### src/rtl/sort_pkg.sv
// Shared constants, FSM state type and median-index helper for the sort statistics collector.
package sort_pkg;
   localparam int DATA_W    = 8;
   localparam int N_DEFAULT = 10;

   typedef enum logic {IDLE, COLLECT} state_t;

   function automatic int med_idx(input int n);
      return (n - 1) / 2;
   endfunction
endpackage

### src/rtl/sort_stats_acc.sv
// Per-burst accumulator: count, saturating sum, previous/min element, median and order check.
// start loads the first element of a burst; step folds in each further element in the same cycle.
module sort_stats_acc
   import sort_pkg::*;
#(
   parameter int N     = N_DEFAULT,
   parameter int CNT_W = 8,
   parameter int SUM_W = 16
) (
   input  logic              clk,
   input  logic              rst_n,
   input  logic              start,
   input  logic              step,
   input  logic [DATA_W-1:0] in_data,
   output logic [CNT_W-1:0]  count,
   output logic [SUM_W-1:0]  sum,
   output logic [DATA_W-1:0] prev,
   output logic [DATA_W-1:0] min_val,
   output logic [DATA_W-1:0] med,
   output logic              order_err
);
   localparam logic [CNT_W-1:0] CNT_MAX = '1;
   localparam logic [CNT_W-1:0] MED     = CNT_W'(med_idx(N));

   logic [SUM_W:0]   sum_ext;
   logic [SUM_W-1:0] sum_nxt;

   // Carry out of the widened add means the true sum no longer fits: clamp.
   always_comb begin
      sum_ext = {1'b0, sum} + (SUM_W + 1)'(in_data);
      sum_nxt = sum_ext[SUM_W] ? '1 : sum_ext[SUM_W-1:0];
   end

   always_ff @(posedge clk or negedge rst_n) begin
      if (!rst_n) begin
         count     <= '0;
         sum       <= '0;
         prev      <= '0;
         min_val   <= '0;
         med       <= '0;
         order_err <= 1'b0;
      end else if (start) begin
         count     <= CNT_W'(1);
         sum       <= SUM_W'(in_data);
         prev      <= in_data;
         min_val   <= in_data;
         order_err <= 1'b0;
         // Median cleared so a burst too short to reach it reports zero.
         med       <= (MED == '0) ? in_data : '0;
      end else if (step) begin
         count     <= (count == CNT_MAX) ? count : count + CNT_W'(1);
         sum       <= sum_nxt;
         order_err <= order_err | (in_data < prev);
         prev      <= in_data;
         if (count == MED)
            med <= in_data;
      end
   end
endmodule

### src/rtl/sort_stats_collector.sv
// Burst statistics collector: one result record per contiguous in_valid run, visible 1 cycle after
// the last element; record held until res_ready, a newer record overwrites it and flags res_overrun.
module sort_stats_collector
   import sort_pkg::*;
#(
   parameter int N     = N_DEFAULT,
   parameter int CNT_W = 8,
   parameter int SUM_W = 16
) (
   input  logic              clk,
   input  logic              rst_n,
   input  logic              in_valid,
   input  logic [DATA_W-1:0] in_data,
   input  logic              res_ready,
   output logic              res_valid,
   output logic [DATA_W-1:0] res_min,
   output logic [DATA_W-1:0] res_max,
   output logic [DATA_W-1:0] res_med,
   output logic [SUM_W-1:0]  res_sum,
   output logic [CNT_W-1:0]  res_count,
   output logic              res_order_err,
   output logic              res_len_err,
   output logic              res_overrun
);
   state_t            state;
   logic              start;
   logic              step;
   logic              done;
   logic [CNT_W-1:0]  acc_count;
   logic [SUM_W-1:0]  acc_sum;
   logic [DATA_W-1:0] acc_prev;
   logic [DATA_W-1:0] acc_min;
   logic [DATA_W-1:0] acc_med;
   logic              acc_order_err;

   assign start = (state == IDLE) && in_valid;
   assign step  = (state == COLLECT) && in_valid;
   assign done  = (state == COLLECT) && !in_valid;

   sort_stats_acc #(.N(N), .CNT_W(CNT_W), .SUM_W(SUM_W)) u_acc (
      .clk       (clk),
      .rst_n     (rst_n),
      .start     (start),
      .step      (step),
      .in_data   (in_data),
      .count     (acc_count),
      .sum       (acc_sum),
      .prev      (acc_prev),
      .min_val   (acc_min),
      .med       (acc_med),
      .order_err (acc_order_err)
   );

   always_ff @(posedge clk or negedge rst_n) begin
      if (!rst_n) begin
         state         <= IDLE;
         res_valid     <= 1'b0;
         res_min       <= '0;
         res_max       <= '0;
         res_med       <= '0;
         res_sum       <= '0;
         res_count     <= '0;
         res_order_err <= 1'b0;
         res_len_err   <= 1'b0;
         res_overrun   <= 1'b0;
      end else begin
         case (state)
            IDLE:    state <= in_valid ? COLLECT : IDLE;
            COLLECT: state <= in_valid ? COLLECT : IDLE;
            default: state <= IDLE;
         endcase

         // A load wins over the accept of the same edge; the old record is lost if unaccepted.
         if (done) begin
            res_valid     <= 1'b1;
            res_min       <= acc_min;
            res_max       <= acc_prev;
            res_med       <= acc_med;
            res_sum       <= acc_sum;
            res_count     <= acc_count;
            res_order_err <= acc_order_err;
            res_len_err   <= (acc_count != CNT_W'(N));
            res_overrun   <= res_valid && !res_ready;
         end else if (res_valid && res_ready) begin
            res_valid <= 1'b0;
         end
      end
   end
endmodule

### config.mk
export PLATFORM = sky130hd
export DESIGN_NAME = sort_stats_collector
export DESIGN_NICKNAME = d
export VERILOG_FILES = /design/src/rtl/sort_pkg.sv /design/src/rtl/sort_stats_acc.sv /design/src/rtl/sort_stats_collector.sv
export SDC_FILE = /design/constraint.sdc
export NUM_CORES = 1
export LEC_CHECK = 0
export BUFFER_PORTS_ARGS = -buffer_cell sky130_fd_sc_hd__buf_4
export CORE_MARGIN = 1.5
export CORE_UTILIZATION = 40
export CTS_CLUSTER_DIAMETER = 30
export CTS_CLUSTER_SIZE = 28
export DETAILED_ROUTE_END_ITERATION = 7
export PLACE_DENSITY = 0.59
export SYNTH_ARGS = -nofsm -noshare
export SYNTH_HDL_FRONTEND = slang
export SYNTH_SLANG_ARGS = --single-unit
export TNS_END_PERCENT = 30
### constraint.sdc
create_clock -name clk -period 2.3 [get_ports clk]
set_input_delay 0 -clock clk [delete_from_list [all_inputs] [get_ports clk]]
set_output_delay 0 -clock clk [all_outputs]
set_load 0.03 [all_outputs]
==> flow_summary_export.csv <==
group,metric,value,unit
clock_network,post_cts_buffers,0,
clock_network,clk_latency,0.35,ns
setup_path,cp.arrival,2.39,ns
logic_synthesis,yosysMostFrequentCell,"dfrtp_1",
setup_path,slowest_stage,"dfrtp_1",
logic_synthesis,synthAdderAreaFrac,5.279,%
logic_synthesis,synth_top_area_share,54.94,%
floorplanning,start_util,40.86,%
clock_network,h-tree-depth,3,
global_route,grt-ovfl-total,0,
global_route,grt_pass1_vias,3288,
detailed_routing,ant_nets,0,
sta,worst_slack,0.1859,ns
setup_path,cp_max_fo,4,
logic_synthesis,synthFlopType,"dfrtp_1",
hold_path,hp-class,"in -> async",
finish,layout-drive-gt1-share,29.28,%
finish,n_antenna_cell,0,
detailed_routing,wl,10120,um
setup_path,reg2reg_setup_slack,0.19,ns
detailed_routing,via_per_inst,5.243,
logic_synthesis,ys_async_sr_fraction,100.0,%
global_route,globalRouteTotalUtil,17.66,%
logic_synthesis,yosysWarnings,0,
logic_synthesis,seq_area_frac_synth,54.94,%
sta,fin_setup_tns,0,ns
floorplanning,coreArea,11370,um^2
logic_synthesis,postSynthCellCount,419,
logic_synthesis,ys_types,42,
detailed_routing,drtPass1Iterations,4,
global_route,grt_pass1_wl,16890,um
clock_network,cts_tree,"built",
logic_synthesis,syn-num-nets,450,
logic_synthesis,synth-simple-area-share,11.28,%
power_and_ir_drop,p_total,5.194,mW
clock_network,clk_pin_slew_worst_paths,0.07,ns
detailed_routing,drc_errors,0,
logic_synthesis,netlist_area,4646,um^2
logic_synthesis,ys_top_cells_by_count,"dfrtp_1 (102), nand2_1 (61), mux2_2 (39), o21ai_0 (34)",
logic_synthesis,synth_edf_count,0,
placement,gp_routability_congestion,0.8186,
power_and_ir_drop,p_leak,2.746,nW
setup_path,path_cells,"ha_1 -> fa_2 -> a211oi_2 -> nor2_1 -> o32ai_2 -> buf_4 -> o21ai_0 -> a21oi_1",
sta,tightest_slew,0.5355,ns
sta,final-hold-violation-count,0,
sta,rsz0062_at_grt,"false",
sta,clock_skew,0.006474,ns
floorplanning,die_area,12270,um^2
floorplanning,num_io_pins,64,
placement,numPortBuffers,63,
finish,fill_cells,1010,
finish,final_nets,528,
logic_synthesis,ys_ff_latch,102,
setup_path,max_stage_delay,0.40,ns
setup_path,critPathLaunchType,"flop",
detailed_routing,vias,3382,
power_and_ir_drop,powerDensity,902.9,nW/um^2
clock_network,numCtsBuffers,9,
sta,finalCritPeriodShare,91.92,%
floorplanning,die_h,110.8,um
setup_path,cp-end-kind,"flop",
placement,dp_hpwl,6957,um
floorplanning,die_w,110.8,um
placement,dpl_worst_slack,0.01408,ns
clock_network,root_buffer,"clkbuf_16",
setup_path,path_class,"reg -> reg",
sta,timing.fmax,473.0,MHz
sta,max_slew_margin,64.30,%
flow_run,cap_violations,0,
logic_synthesis,synth_top_area_cell,"dfrtp_1",
logic_synthesis,synthTopCellsByArea,"dfrtp_1 (55%), mux2_2 (9.5%), nand2_1 (4.9%)",
sta,setup_violations,0,
floorplanning,rows,39,
logic_synthesis,synthXorXnorAreaFrac,1.885,%
logic_synthesis,synth_top_family_by_area,"compound AO/OA/AOI/OAI gates",
logic_synthesis,avgSynthCellArea,11.09,um^2
logic_synthesis,muxShareOfSynthArea,11.18,%
finish,areaGrowthSynthToFinish,23.81,%
clock_network,clk_path_buf_depth,2,
clock_network,numClockSinks,102,
global_route,grt_max_degree,70,
detailed_routing,drtIter0Drc,165,
detailed_routing,routedWlPerCell,15.68,um
logic_synthesis,synth_compound_area_share,12.36,%
sta,finalMaxSlewViolations,0,
power_and_ir_drop,ir_drop,0.5446,mV
sta,fin_crit,2.114,ns
status,outcome,"finished, final reports clean",
setup_path,crit_required,2.58,ns
global_route,grt_antenna_before_repair,0,
-- layer usage --
metal	wire length (um)	vias up	track usage [%]
met3	519	11	6.342
li1	-	1628	-
met2	4779	91	27.70
met4	198	0	5.897
met1	4617	1652	22.75
met5	0	-	0
-- power breakdown --
part           switching [mW]  internal, mW
registers               0.177          2.04
clock network           0.657         0.902
logic                   0.830         0.583
total                    1.66          3.53
-- layout by cell type (no fill, tap or decap), drive strengths merged, types with 11 or more instances in the layout --
cell,count
nor2,27
dfrtp,102
a21oi,15
o21ai,35
inv,17
ha,18
clkbuf,11
nand2,61
mux2,39
buf,74
-- worst paths after layout --
kind                                              start  cells after the start                            to
hold reg to reg            u_acc.min_val[0]$_DFFE_PN0P_                      2  u_acc.min_val[0]$_DFFE_PN0P_
hold / removal                                    rst_n                      2      res_count[3]$_DFFE_PN0P_
setup / recovery               u_acc.sum[0]$_DFFE_PN0P_                      8     u_acc.sum[10]$_DFFE_PN0P_
min in group clk                               in_valid                      2               state$_DFF_PN0_
setup reg to reg               u_acc.sum[0]$_DFFE_PN0P_                      8     u_acc.sum[10]$_DFFE_PN0P_
max in group asynchronous                         rst_n                      3        res_sum[7]$_DFFE_PN0P_
-- sequential cells by signal, indices dropped and copies added, names as in the netlist --
| register | flops |
|---|---|
| res_overrun | 1 |
| res_len_err | 1 |
| res_order_err | 1 |
| res_valid | 1 |
| u_acc.order_err | 1 |
| res_med | 8 |
| res_min | 8 |
| u_acc.sum | 16 |
| res_sum | 16 |
| state | 1 |
| u_acc.min_val | 8 |
| u_acc.prev | 8 |
| res_max | 8 |
| u_acc.med | 8 |
| u_acc.count | 8 |
| res_count | 8 |
-- worst max-delay path: cells and delay by family, from the launching register on --
family | cells | cell delay, ns
simple gates | 1 | 0.10
fa+ha+maj | 2 | 0.60
compound gates | 4 | 0.77
flops | 1 | 0.40
buf+inv | 1 | 0.18
-- per-stage QoR --
| step | std cells | instance area, um^2 | hold slack (ns) | utilization (%) |
|---|---|---|---|---|
| 5_1_grt | 645 | 5752 | 0.1444 | 50.59 |
| 4_1_cts | 645 | 5734 | 0.1256 | 50.43 |
| 3_3_place_gp | 619 | 5316 | -0.02983 | 46.76 |
| 3_5_place_dp | 619 | 5316 | -0.01564 | 46.76 |
| 6_report | 645 | 5752 | 0.1424 | 50.59 |
| 2_1_floorplan | 419 | 4646 | -0.2956 | - |
-- kinds of logic after synthesis --
logic type | count (synthesis)
XOR/XNOR | 10
flip-flops | 102
AO/OA/AOI/OAI | 93
AND/OR/NAND/NOR | 114
adder cells (fa/ha/maj) | 19
buffers and inverters | 34
multiplexers | 47
-- timing repair --
item                                    in CTS  in global routing
hold endpoints to repair                    62                  0
hold buffers                                10                  0
pin swaps                                    0                  2
gates resized for setup                      1                  4
endpoints found under the setup margin       1                 14
-- area by class of cell --
class                      instances  area [um^2]  share of cell area (%)
clock buffer                      11        252.7                   4.394
clock inverter                     5        57.56                   1.001
inverter                          17        63.81                   1.109
multi-input combinational        283         1978                   34.39
sequential                       102         2552                   44.38
tap                              143        178.9                   3.111
timing repair buffer              84        668.1                   11.62
(Power assumes the default switching activity.)
